### config.mk
export PLATFORM = sky130hd
export DESIGN_NAME = vram_fill_arbiter_flat
export DESIGN_NICKNAME = d
export VERILOG_FILES = /design/src/rtl/vram_fill_arbiter_if.sv /design/src/rtl/vram_fill_arbiter.sv /design/src/flat_wrapper.sv
export SDC_FILE = /design/constraint.sdc
export NUM_CORES = 1
export LEC_CHECK = 0
export CAP_MARGIN = 30
export CORE_MARGIN = 2
export CORE_UTILIZATION = 25
export DETAILED_ROUTE_END_ITERATION = 12
export GPL_ROUTABILITY_DRIVEN = 0
export GPL_TIMING_DRIVEN = 1
export HOLD_SLACK_MARGIN = 0.06
export REMOVE_ABC_BUFFERS = 1
export SYNTH_ARGS = -nofsm -noshare
export SYNTH_HDL_FRONTEND = slang
export SYNTH_SLANG_ARGS = --single-unit
export TNS_END_PERCENT = 50
### constraint.sdc
create_clock -name Clock -period 3.68 [get_ports Clock]
set_input_delay 0.552 -clock Clock [delete_from_list [all_inputs] [get_ports Clock]]
set_output_delay 0.552 -clock Clock [all_outputs]
set_load 0.005 [all_outputs]
### src/rtl/vram_fill_arbiter_if.sv
// Command and write-port bundle between MiniAlu decode, the fill arbiter and video memory.
// master: the instruction-decode side; slave: the arbiter.
interface vram_fill_arbiter_if #(
    parameter int DATA_WIDTH = 3,
    parameter int GRID_BITS  = 5,
    parameter int ADDR_WIDTH = 2 * GRID_BITS
);
    logic                    iCpuWrite;
    logic [ADDR_WIDTH-1:0]   iCpuAddr;
    logic [DATA_WIDTH-1:0]   iCpuData;
    logic                    iFillStart;
    logic                    iFillAbort;
    logic [GRID_BITS-1:0]    iFillX0;
    logic [GRID_BITS-1:0]    iFillY0;
    logic [GRID_BITS-1:0]    iFillX1;
    logic [GRID_BITS-1:0]    iFillY1;
    logic [DATA_WIDTH-1:0]   iFillColor;
    logic                    oWriteEnable;
    logic [ADDR_WIDTH-1:0]   oWriteAddress;
    logic [DATA_WIDTH-1:0]   oDataIn;
    logic                    oBusy;
    logic                    oDone;
    logic                    oError;
    logic [ADDR_WIDTH:0]     oFillCount;

    modport master (
        output iCpuWrite, iCpuAddr, iCpuData,
        output iFillStart, iFillAbort, iFillX0, iFillY0, iFillX1, iFillY1, iFillColor,
        input  oWriteEnable, oWriteAddress, oDataIn, oBusy, oDone, oError, oFillCount
    );

    modport slave (
        input  iCpuWrite, iCpuAddr, iCpuData,
        input  iFillStart, iFillAbort, iFillX0, iFillY0, iFillX1, iFillY1, iFillColor,
        output oWriteEnable, oWriteAddress, oDataIn, oBusy, oDone, oError, oFillCount
    );
endinterface

### src/rtl/vram_fill_arbiter.sv
// Shares the single video-memory write port between CPU WVM writes and a
// rectangle-fill engine; CPU writes always win and stall the fill cursor.
module vram_fill_arbiter #(
    parameter int DATA_WIDTH = 3,
    parameter int GRID_BITS  = 5,
    parameter int ADDR_WIDTH = 2 * GRID_BITS
) (
    input  logic                 Clock,
    input  logic                 Reset,
    vram_fill_arbiter_if.slave   bus
);
    localparam int CNT_W = ADDR_WIDTH + 1;

    typedef enum logic [1:0] {
        StIdle = 2'd0,
        StFill = 2'd1,
        StDone = 2'd2
    } fillState_e;

    fillState_e              state, nextState;

    logic [GRID_BITS-1:0]    x0, y0, x1, y1;
    logic [GRID_BITS-1:0]    nextX0, nextY0, nextX1, nextY1;
    logic [DATA_WIDTH-1:0]   color, nextColor;
    logic [GRID_BITS-1:0]    curX, curY, nextCurX, nextCurY;

    logic                    wrEn, nextWrEn;
    logic [ADDR_WIDTH-1:0]   wrAddr, nextWrAddr;
    logic [DATA_WIDTH-1:0]   wrData, nextWrData;
    logic [CNT_W-1:0]        fillCount, nextFillCount;
    logic                    error, nextError;

    logic                    lastCell;
    logic                    badRect;

    assign lastCell = (curX == x1) && (curY == y1);
    assign badRect  = (bus.iFillX0 > bus.iFillX1) || (bus.iFillY0 > bus.iFillY1);

    always_ff @(posedge Clock or negedge Reset) begin
        if (!Reset) begin
            state     <= StIdle;
            x0        <= '0;
            y0        <= '0;
            x1        <= '0;
            y1        <= '0;
            color     <= '0;
            curX      <= '0;
            curY      <= '0;
            wrEn      <= 1'b0;
            wrAddr    <= '0;
            wrData    <= '0;
            fillCount <= '0;
            error     <= 1'b0;
        end else begin
            state     <= nextState;
            x0        <= nextX0;
            y0        <= nextY0;
            x1        <= nextX1;
            y1        <= nextY1;
            color     <= nextColor;
            curX      <= nextCurX;
            curY      <= nextCurY;
            wrEn      <= nextWrEn;
            wrAddr    <= nextWrAddr;
            wrData    <= nextWrData;
            fillCount <= nextFillCount;
            error     <= nextError;
        end
    end

    always_comb begin
        nextState     = state;
        nextX0        = x0;
        nextY0        = y0;
        nextX1        = x1;
        nextY1        = y1;
        nextColor     = color;
        nextCurX      = curX;
        nextCurY      = curY;
        nextWrEn      = 1'b0;
        nextWrAddr    = wrAddr;
        nextWrData    = wrData;
        nextFillCount = fillCount;
        nextError     = error;

        // CPU owns the port this edge; any fill write simply holds the cursor.
        if (bus.iCpuWrite) begin
            nextWrEn   = 1'b1;
            nextWrAddr = bus.iCpuAddr;
            nextWrData = bus.iCpuData;
        end

        case (state)
            StIdle: begin
                if (bus.iFillStart) begin
                    nextX0        = bus.iFillX0;
                    nextY0        = bus.iFillY0;
                    nextX1        = bus.iFillX1;
                    nextY1        = bus.iFillY1;
                    nextColor     = bus.iFillColor;
                    nextFillCount = '0;
                    if (badRect) begin
                        nextError = 1'b1;
                        nextState = StDone;
                    end else begin
                        nextError = 1'b0;
                        nextCurX  = bus.iFillX0;
                        nextCurY  = bus.iFillY0;
                        nextState = StFill;
                    end
                end
            end

            StFill: begin
                if (bus.iFillAbort) begin
                    nextState = StIdle;
                end else if (!bus.iCpuWrite) begin
                    nextWrEn      = 1'b1;
                    nextWrAddr    = {curY, curX};
                    nextWrData    = color;
                    nextFillCount = fillCount + CNT_W'(1);
                    // Cursor is frozen on the final cell so row 31 never wraps.
                    if (lastCell) begin
                        nextState = StDone;
                    end else if (curX == x1) begin
                        nextCurX = x0;
                        nextCurY = curY + GRID_BITS'(1);
                    end else begin
                        nextCurX = curX + GRID_BITS'(1);
                    end
                end
            end

            StDone: begin
                nextState = StIdle;
            end

            default: begin
                nextState = StIdle;
            end
        endcase
    end

    assign bus.oWriteEnable  = wrEn;
    assign bus.oWriteAddress = wrAddr;
    assign bus.oDataIn       = wrData;
    assign bus.oBusy         = (state == StFill) || (state == StDone);
    assign bus.oDone         = (state == StDone);
    assign bus.oError        = error;
    assign bus.oFillCount    = fillCount;
endmodule

### src/flat_wrapper.sv
// flat-port wrapper written by rule: the top's interface ports become plain ports
module vram_fill_arbiter_flat 
#(
    parameter int DATA_WIDTH = 3,
    parameter int GRID_BITS  = 5,
    parameter int ADDR_WIDTH = 2 * GRID_BITS
)
  (Clock, Reset, bus_iCpuWrite, bus_iCpuAddr, bus_iCpuData, bus_iFillStart, bus_iFillAbort, bus_iFillX0, bus_iFillY0, bus_iFillX1, bus_iFillY1, bus_iFillColor, bus_oWriteEnable, bus_oWriteAddress, bus_oDataIn, bus_oBusy, bus_oDone, bus_oError, bus_oFillCount);
  vram_fill_arbiter_if #(.DATA_WIDTH(DATA_WIDTH), .GRID_BITS(GRID_BITS), .ADDR_WIDTH(ADDR_WIDTH)) bus_i ();
  input  logic Clock;
  input  logic Reset;
  input wire logic [$bits(bus_i.iCpuWrite)-1:0] bus_iCpuWrite;
  input wire logic [$bits(bus_i.iCpuAddr)-1:0] bus_iCpuAddr;
  input wire logic [$bits(bus_i.iCpuData)-1:0] bus_iCpuData;
  input wire logic [$bits(bus_i.iFillStart)-1:0] bus_iFillStart;
  input wire logic [$bits(bus_i.iFillAbort)-1:0] bus_iFillAbort;
  input wire logic [$bits(bus_i.iFillX0)-1:0] bus_iFillX0;
  input wire logic [$bits(bus_i.iFillY0)-1:0] bus_iFillY0;
  input wire logic [$bits(bus_i.iFillX1)-1:0] bus_iFillX1;
  input wire logic [$bits(bus_i.iFillY1)-1:0] bus_iFillY1;
  input wire logic [$bits(bus_i.iFillColor)-1:0] bus_iFillColor;
  output wire logic [$bits(bus_i.oWriteEnable)-1:0] bus_oWriteEnable;
  output wire logic [$bits(bus_i.oWriteAddress)-1:0] bus_oWriteAddress;
  output wire logic [$bits(bus_i.oDataIn)-1:0] bus_oDataIn;
  output wire logic [$bits(bus_i.oBusy)-1:0] bus_oBusy;
  output wire logic [$bits(bus_i.oDone)-1:0] bus_oDone;
  output wire logic [$bits(bus_i.oError)-1:0] bus_oError;
  output wire logic [$bits(bus_i.oFillCount)-1:0] bus_oFillCount;
  assign bus_i.iCpuWrite = bus_iCpuWrite;
  assign bus_i.iCpuAddr = bus_iCpuAddr;
  assign bus_i.iCpuData = bus_iCpuData;
  assign bus_i.iFillStart = bus_iFillStart;
  assign bus_i.iFillAbort = bus_iFillAbort;
  assign bus_i.iFillX0 = bus_iFillX0;
  assign bus_i.iFillY0 = bus_iFillY0;
  assign bus_i.iFillX1 = bus_iFillX1;
  assign bus_i.iFillY1 = bus_iFillY1;
  assign bus_i.iFillColor = bus_iFillColor;
  assign bus_oWriteEnable = bus_i.oWriteEnable;
  assign bus_oWriteAddress = bus_i.oWriteAddress;
  assign bus_oDataIn = bus_i.oDataIn;
  assign bus_oBusy = bus_i.oBusy;
  assign bus_oDone = bus_i.oDone;
  assign bus_oError = bus_i.oError;
  assign bus_oFillCount = bus_i.oFillCount;
  vram_fill_arbiter #(.DATA_WIDTH(DATA_WIDTH), .GRID_BITS(GRID_BITS), .ADDR_WIDTH(ADDR_WIDTH)) u_core (.Clock(Clock), .Reset(Reset), .bus(bus_i));
endmodule
==> flow_summary.yaml, run 1 <==
detailed_routing:
  wirelength_mm: 7.95
  postRouteAntennaNets: 0
  routed-via-count: 2535
  drc: 0
  dr.pass1.iters: 4
  wl_per_cell_um: 14.3
  vias_per_cell: 4.56
  drtIter0Drc: 175
synth:
  synthTopCellsByArea: "dfrtp_1 (45%), ha_1 (6.4%), o21ai_0 (5.8%)"
  synth_area_um2: 3130
  postSynthAreaPerCell_um2: 9.74
  ys.flop_type: "dfrtp_1"
  yosysUniqueCellTypes: 46
  synth_top_area_share_pct: 44.8
  synth.largest_area_cell: "dfrtp_1"
  synth-edff-count: 0
  ys_warn_count: 0
  syn_inst: 321
  ys_seq_area_share_pct: 44.8
  synth-seq-cells: 56
  synth-async-reset-ratio_pct: 100
setup_path:
  critPathLaunchType: "input port"
  arrival_ps: 2940
  crit_fanout: 10
  crit-reg2reg-capture: "u_core.curY[2]"
  worstSetupPathType: "in2reg"
  worstPathCellList: "clkdlybuf4s50_1 > inv_1 > ha_1 > o21ai_0 > a21oi_1 > o31ai_1 > a21boi_1 > or2_1 > a211o_1"
  max_stage_delay_ps: 450
  end_kind: "flip-flop"
  r2r_slack_ps: 1170
  crit_path_top_delay_cell: "clkdlybuf4s50_1"
  r2r_start: "u_core.state[1]"
  required_ps: 3860
  ff2ff_path_depth: 8
final_layout:
  final_area_um2: 4160
  layout_common_cells: "clkdlybuf4s50_1 (67), dfrtp_1 (56), nand2_1 (38)"
  multiInputGateArea_um2: 1570
  final_common_cell: "clkdlybuf4s50_1"
  drive_gt1_share_pct: 9.28
  finalNetCount: 444
  diodes: 0
  synthToLayoutAreaGrowth_pct: 33.0
  seqCellArea_um2: 1400
  fillCellCount: 1291
  stdcell_count: 556
clocking:
  clk_pin_slew_ps: 70
  clk_latency_ps: 290
  cts_num_sinks: 56
  cts_tree: "done"
  cts-buffers-inserted: 5
  clockBufferDepth: 2
  root_buffer: "clkbuf_16"
  h-tree-depth: 2
  hold_buffers: 0
  cts_setup_buffers: 0
  cts_resized: 0
timing:
  setup_violations: 0
  timing.slew.headroom_pct: 45.4
  fmax_ghz: 0.362
  hold_violations: 0
  finalCriticalPeriod_ps: 2760
  rsz0062_at_grt: "false"
  tns_ps: 0
  tightest_slew_ps: 818
  timing.final.crit_share_pct: 75.1
  finClkSkew_ps: 3.78
  drv_slew: 0
placement:
  io_buffer_count: 68
  dp.cells: 548
  dp_hpwl_mm: 5.88
  place_area_um2: 3990
pwr:
  ir_worst_vdd_v: 0.000266
  p_per_area_nw_per_um2: 635
  p_leak_nw: 1.83
global_route:
  grt_max_degree: 35
  antenna_found_initial: 0
  grt_pass1_vias: 2607
  grt_usage_pct: 12.4
  grt_overflow: 0
  grt_pass1_wl_mm: 13.1
min_path:
  hold_path.class: "in2async"
floorplanning:
  coreArea_um2: 12100
  die_width_um: 116
  start_util_pct: 25.8
  die_h_um: 116
  die_area_um2: 13400
  io_pins: 69
  num_rows: 40
flow_run:
  max_cap_viol_count: 0
outcome:
  status: "completed"
logic make-up after synthesis:
kind of cell	Yosys count	synth area share (%)
adder cells (fa/ha/maj)	16	6.41
flip-flops	56	44.8
multiplexers	30	10.2
XOR/XNOR	20	5.60
AO/OA/AOI/OAI	67	13.3
AND/OR/NAND/NOR	97	14.9
buffers and inverters	35	4.80
power breakdown:
group	switching [mW]	internal [mW]	total, mW
Clock	0.225	0.320	0.546
Combinational	0.554	0.530	1.08
Sequential	0.197	0.811	1.01
Total	0.976	1.66	2.64
metal layers:
metal	GRT usage (%)	part of all wire, %
met1	16.8	47
met5	0	0
met2	20.7	47
met4	2.86	1.2
met3	2.25	4.3
cell type report:
cell class	instances	share of cell area (%)
tap	168	5.06
clock inverter	3	1.02
timing repair buffer	76	17.7
multi-input combinational	230	37.9
clock buffer	5	3.01
sequential	56	33.7
inverter	18	1.63
worst max path at each step:
stage	start	end	slack, ps	cells past startpoint
2_1_floorplan	u_core.state[1]	u_core.curX[1]	880	7
3_3_place_gp	bus_iFillY1[2]	u_core.curX[1]	700	9
3_5_place_dp	bus_iFillX1[2]	u_core.curY[2]	610	9
4_1_cts	bus_iFillX1[2]	u_core.curY[2]	930	9
5_1_grt	bus_iFillX1[2]	u_core.curY[2]	780	9
6_report	bus_iFillX1[2]	u_core.curY[2]	920	9
flip-flops by register name (all words and copies together) (netlist names), 2 cells and up:
| signal | flops |
|---|---|
| u_core.curY | 5 |
| u_core.state | 2 |
| u_core.x1 | 5 |
| u_core.bus.oWriteAddress | 10 |
| u_core.bus.oDataIn | 3 |
| u_core.x0 | 5 |
| u_core.bus.oFillCount | 11 |
| u_core.color | 3 |
| u_core.y1 | 5 |
| u_core.curX | 5 |
cell usage after synthesis, types with 3 or more instances:
master and number:
a21oi_1 10, o31ai_1 3, nor4_1 4, nor3_1 5, inv_1 18, a211o_1 3, buf_2 3, xor2_1 10
nand2b_1 7, dfrtp_1 56, nand2_1 38, mux2i_1 17, nor2_1 19, mux2_2 12, xnor2_1 10, ha_1 16
nand3_1 9, clkbuf_1 10, o21ai_0 36, or3_1 3
critical path, delay by kind of cell:
family,cells,cell delay [ps]
adder cells (fa/ha/maj),1,290
AND/OR/NAND/NOR,1,410
AO/OA/AOI/OAI,5,1180
buffers and inverters,2,500
per-stage QoR:
stage | hold slack (ps) | power [mW] | worst slack (ps) | utilization (%)
floorplan | 256 | 1.68 | 883 | -
global placement | 481 | 2.08 | 702 | 32.9
detailed placement | 484 | 2.11 | 611 | 32.9
CTS | 389 | 2.67 | 926 | 34.3
global route | 401 | 2.85 | 779 | 34.3
finish | 357 | 2.64 | 915 | 34.3
(Power assumes the default switching activity.)
==> run 2, diff against run 1 <==
clock period = 2.36 ns   (was 3.68 ns; I/O delays follow)
==> run 2 against run 1 <==
Effect of this change:
- non-clock buffer count increased by 20
- wire length rose by 0.50%
- register-to-register slack lost 920 ps
- clock power grew 38%
- clock skew rose by 0.72 ps
- sequential share of layout area fell by 1.3 points
- design area increased by 4.1%
- first-iteration DRC count rose by 14%
- combinational power rose by 69%
- cell count up 3.6%
- critical endpoint is now u_core.curX[0]
==> flow_summary.yaml, run 2 (synthesized netlist as in run 1, its figures left out) <==
setup_path:
  max_stage_delay_ps: 540
  worstPathCellList: "clkdlybuf4s50_1 > ha_4 > o21ai_1 > a21oi_1 > o31ai_2 > a21boi_1 > or2_1 > buf_6 > a211o_1"
  crit_fanout: 7
  critPathLaunchType: "input port"
  arrival_ps: 2430
  required_ps: 2540
  crit_path_top_delay_cell: "clkdlybuf4s50_1"
  critPathTopFamily: "compound AO/OA/AOI/OAI gates"
  worstSetupPathType: "in2reg"
  end_kind: "flip-flop"
  path_buf_inv: 2
global_route:
  grt_overflow: 0
  grt_usage_pct: 12.7
  use_met1_pct: 16.7
  busiest_layer: "met2"
  grt_max_degree: 57
  antenna_found_initial: 0
  grt_util_met2_pct: 21.6
  grt_pass1_vias: 2795
  use_met3_pct: 2.25
  grt_pass1_wl_mm: 13.4
timing:
  timing.final.crit_share_pct: 95.4
  hold_violations: 0
  finalCriticalPeriod_ps: 2250
  fin_worst_hold_slack_ps: 199
  timing.slew.headroom_pct: 51.7
  finClkSkew_ps: 4.50
  fmax_ghz: 0.444
  drv_slew: 0
  rsz0062_at_grt: "false"
  setup_violations: 0
  tightest_slew_ps: 724
  tns_ps: 0
pwr:
  p_leak_nw: 1.92
  ir_worst_vdd_v: 0.000353
  p_per_area_nw_per_um2: 955
final_layout:
  seqCellArea_um2: 1400
  largest_reg_flops: 11
  final_common_cell: "clkdlybuf4s50_1"
  diodes: 0
  finalNetCount: 464
  multiInputGateArea_um2: 1610
  final_area_um2: 4330
  drive_gt1_share_pct: 14.5
  layout_common_cells: "clkdlybuf4s50_1 (67), dfrtp_1 (56), nand2_1 (38)"
  synthToLayoutAreaGrowth_pct: 38.5
  fillCellCount: 1289
detailed_routing:
  vias_per_cell: 4.47
  wirelength_mm: 7.99
  routed-via-count: 2572
  dr.pass1.iters: 4
  postRouteAntennaNets: 0
  wl_per_cell_um: 13.9
  drc: 0
  drtIter0Drc: 200
placement:
  io_buffer_count: 68
  dp_hpwl_mm: 5.94
  place_area_um2: 4130
floorplanning:
  die_width_um: 116
  die_h_um: 116
  num_rows: 40
  io_pins: 69
  start_util_pct: 25.8
  coreArea_um2: 12100
  die_area_um2: 13400
min_path:
  hold_path.class: "in2async"
clocking:
  cts_tree: "done"
  clockBufferDepth: 2
  clk_pin_slew_ps: 70
  hold_buffers: 0
  cts-buffers-inserted: 5
  cts_num_sinks: 56
  h-tree-depth: 2
  clk_latency_ps: 290
  root_buffer: "clkbuf_16"
outcome:
  status: "completed"
flow_run:
  max_cap_viol_count: 0
-- run 2: cell count changes in the layout (fill, tap and decap cells not counted), moves of 2 or more --
cell,before,now
buf_4,8,27
clkbuf_1,0,2
ha_1,16,14
ha_4,0,2
o21ai_0,36,34
o21ai_1,1,3
o31ai_1,3,1
o31ai_2,0,2
-- run 2: area by class of cell --
type / count / share of cell area [%]
Multi-Input combinational cell: 230 / 37.3
Sequential cell: 56 / 32.4
Timing Repair Buffer: 96 / 20.6
Tap cell: 168 / 4.86
Clock buffer: 8 / 3.38
Inverter: 18 / 1.56
-- run 2: timing repair --
| action | 4_1_cts | 5_1_grt |
|---|---|---|
| gates resized for setup | 3 | 5 |
| pin swaps | 3 | 8 |
| setup endpoints to repair | 6 | 6 |
| setup buffers | 1 | 0 |
-- run 2: per-layer routing --
metal,part of all wire (%),vias up
met2,48,60
met3,4.3,7
met4,1.1,0
met5,0,-
li1,-,1286
met1,47,1219
-- run 2: worst paths after layout --
| kind | depth (start not counted) | slack [ps] | startpoint | endpoint |
|---|---|---|---|---|
| worst max-delay path | 9 | 110 | bus_iFillX0[2] | u_core.curX[0] |
| worst min-delay path | 2 | 200 | Reset | u_core.bus.oFillCount[1] |
| worst max register to register | 9 | 250 | u_core.state[1] | u_core.bus.oFillCount[7] |
| worst min register to register | 1 | 500 | u_core.x0[2] | u_core.x0[2] |
| max in group asynchronous | 2 | 1680 | Reset | u_core.bus.oWriteEnable |
| min in group Clock | 1 | 500 | u_core.x0[2] | u_core.x0[2] |
-- run 2: where the power goes --
| part | internal (mW) | switching (mW) |
|---|---|---|
| Sequential | 1.26 | 0.292 |
| Combinational | 0.924 | 0.898 |
| Clock | 0.425 | 0.331 |
-- run 2: stage by stage --
step	setup WS [ps]	utilization (%)	power [mW]	std cells
floorplan	-437	-	2.62	304
global placement	-421	34.1	3.34	567
detailed placement	-454	34.1	3.39	567
CTS	19.5	35.5	4.18	576
global route	3.11	35.7	4.49	576
finish	108	35.7	4.14	576
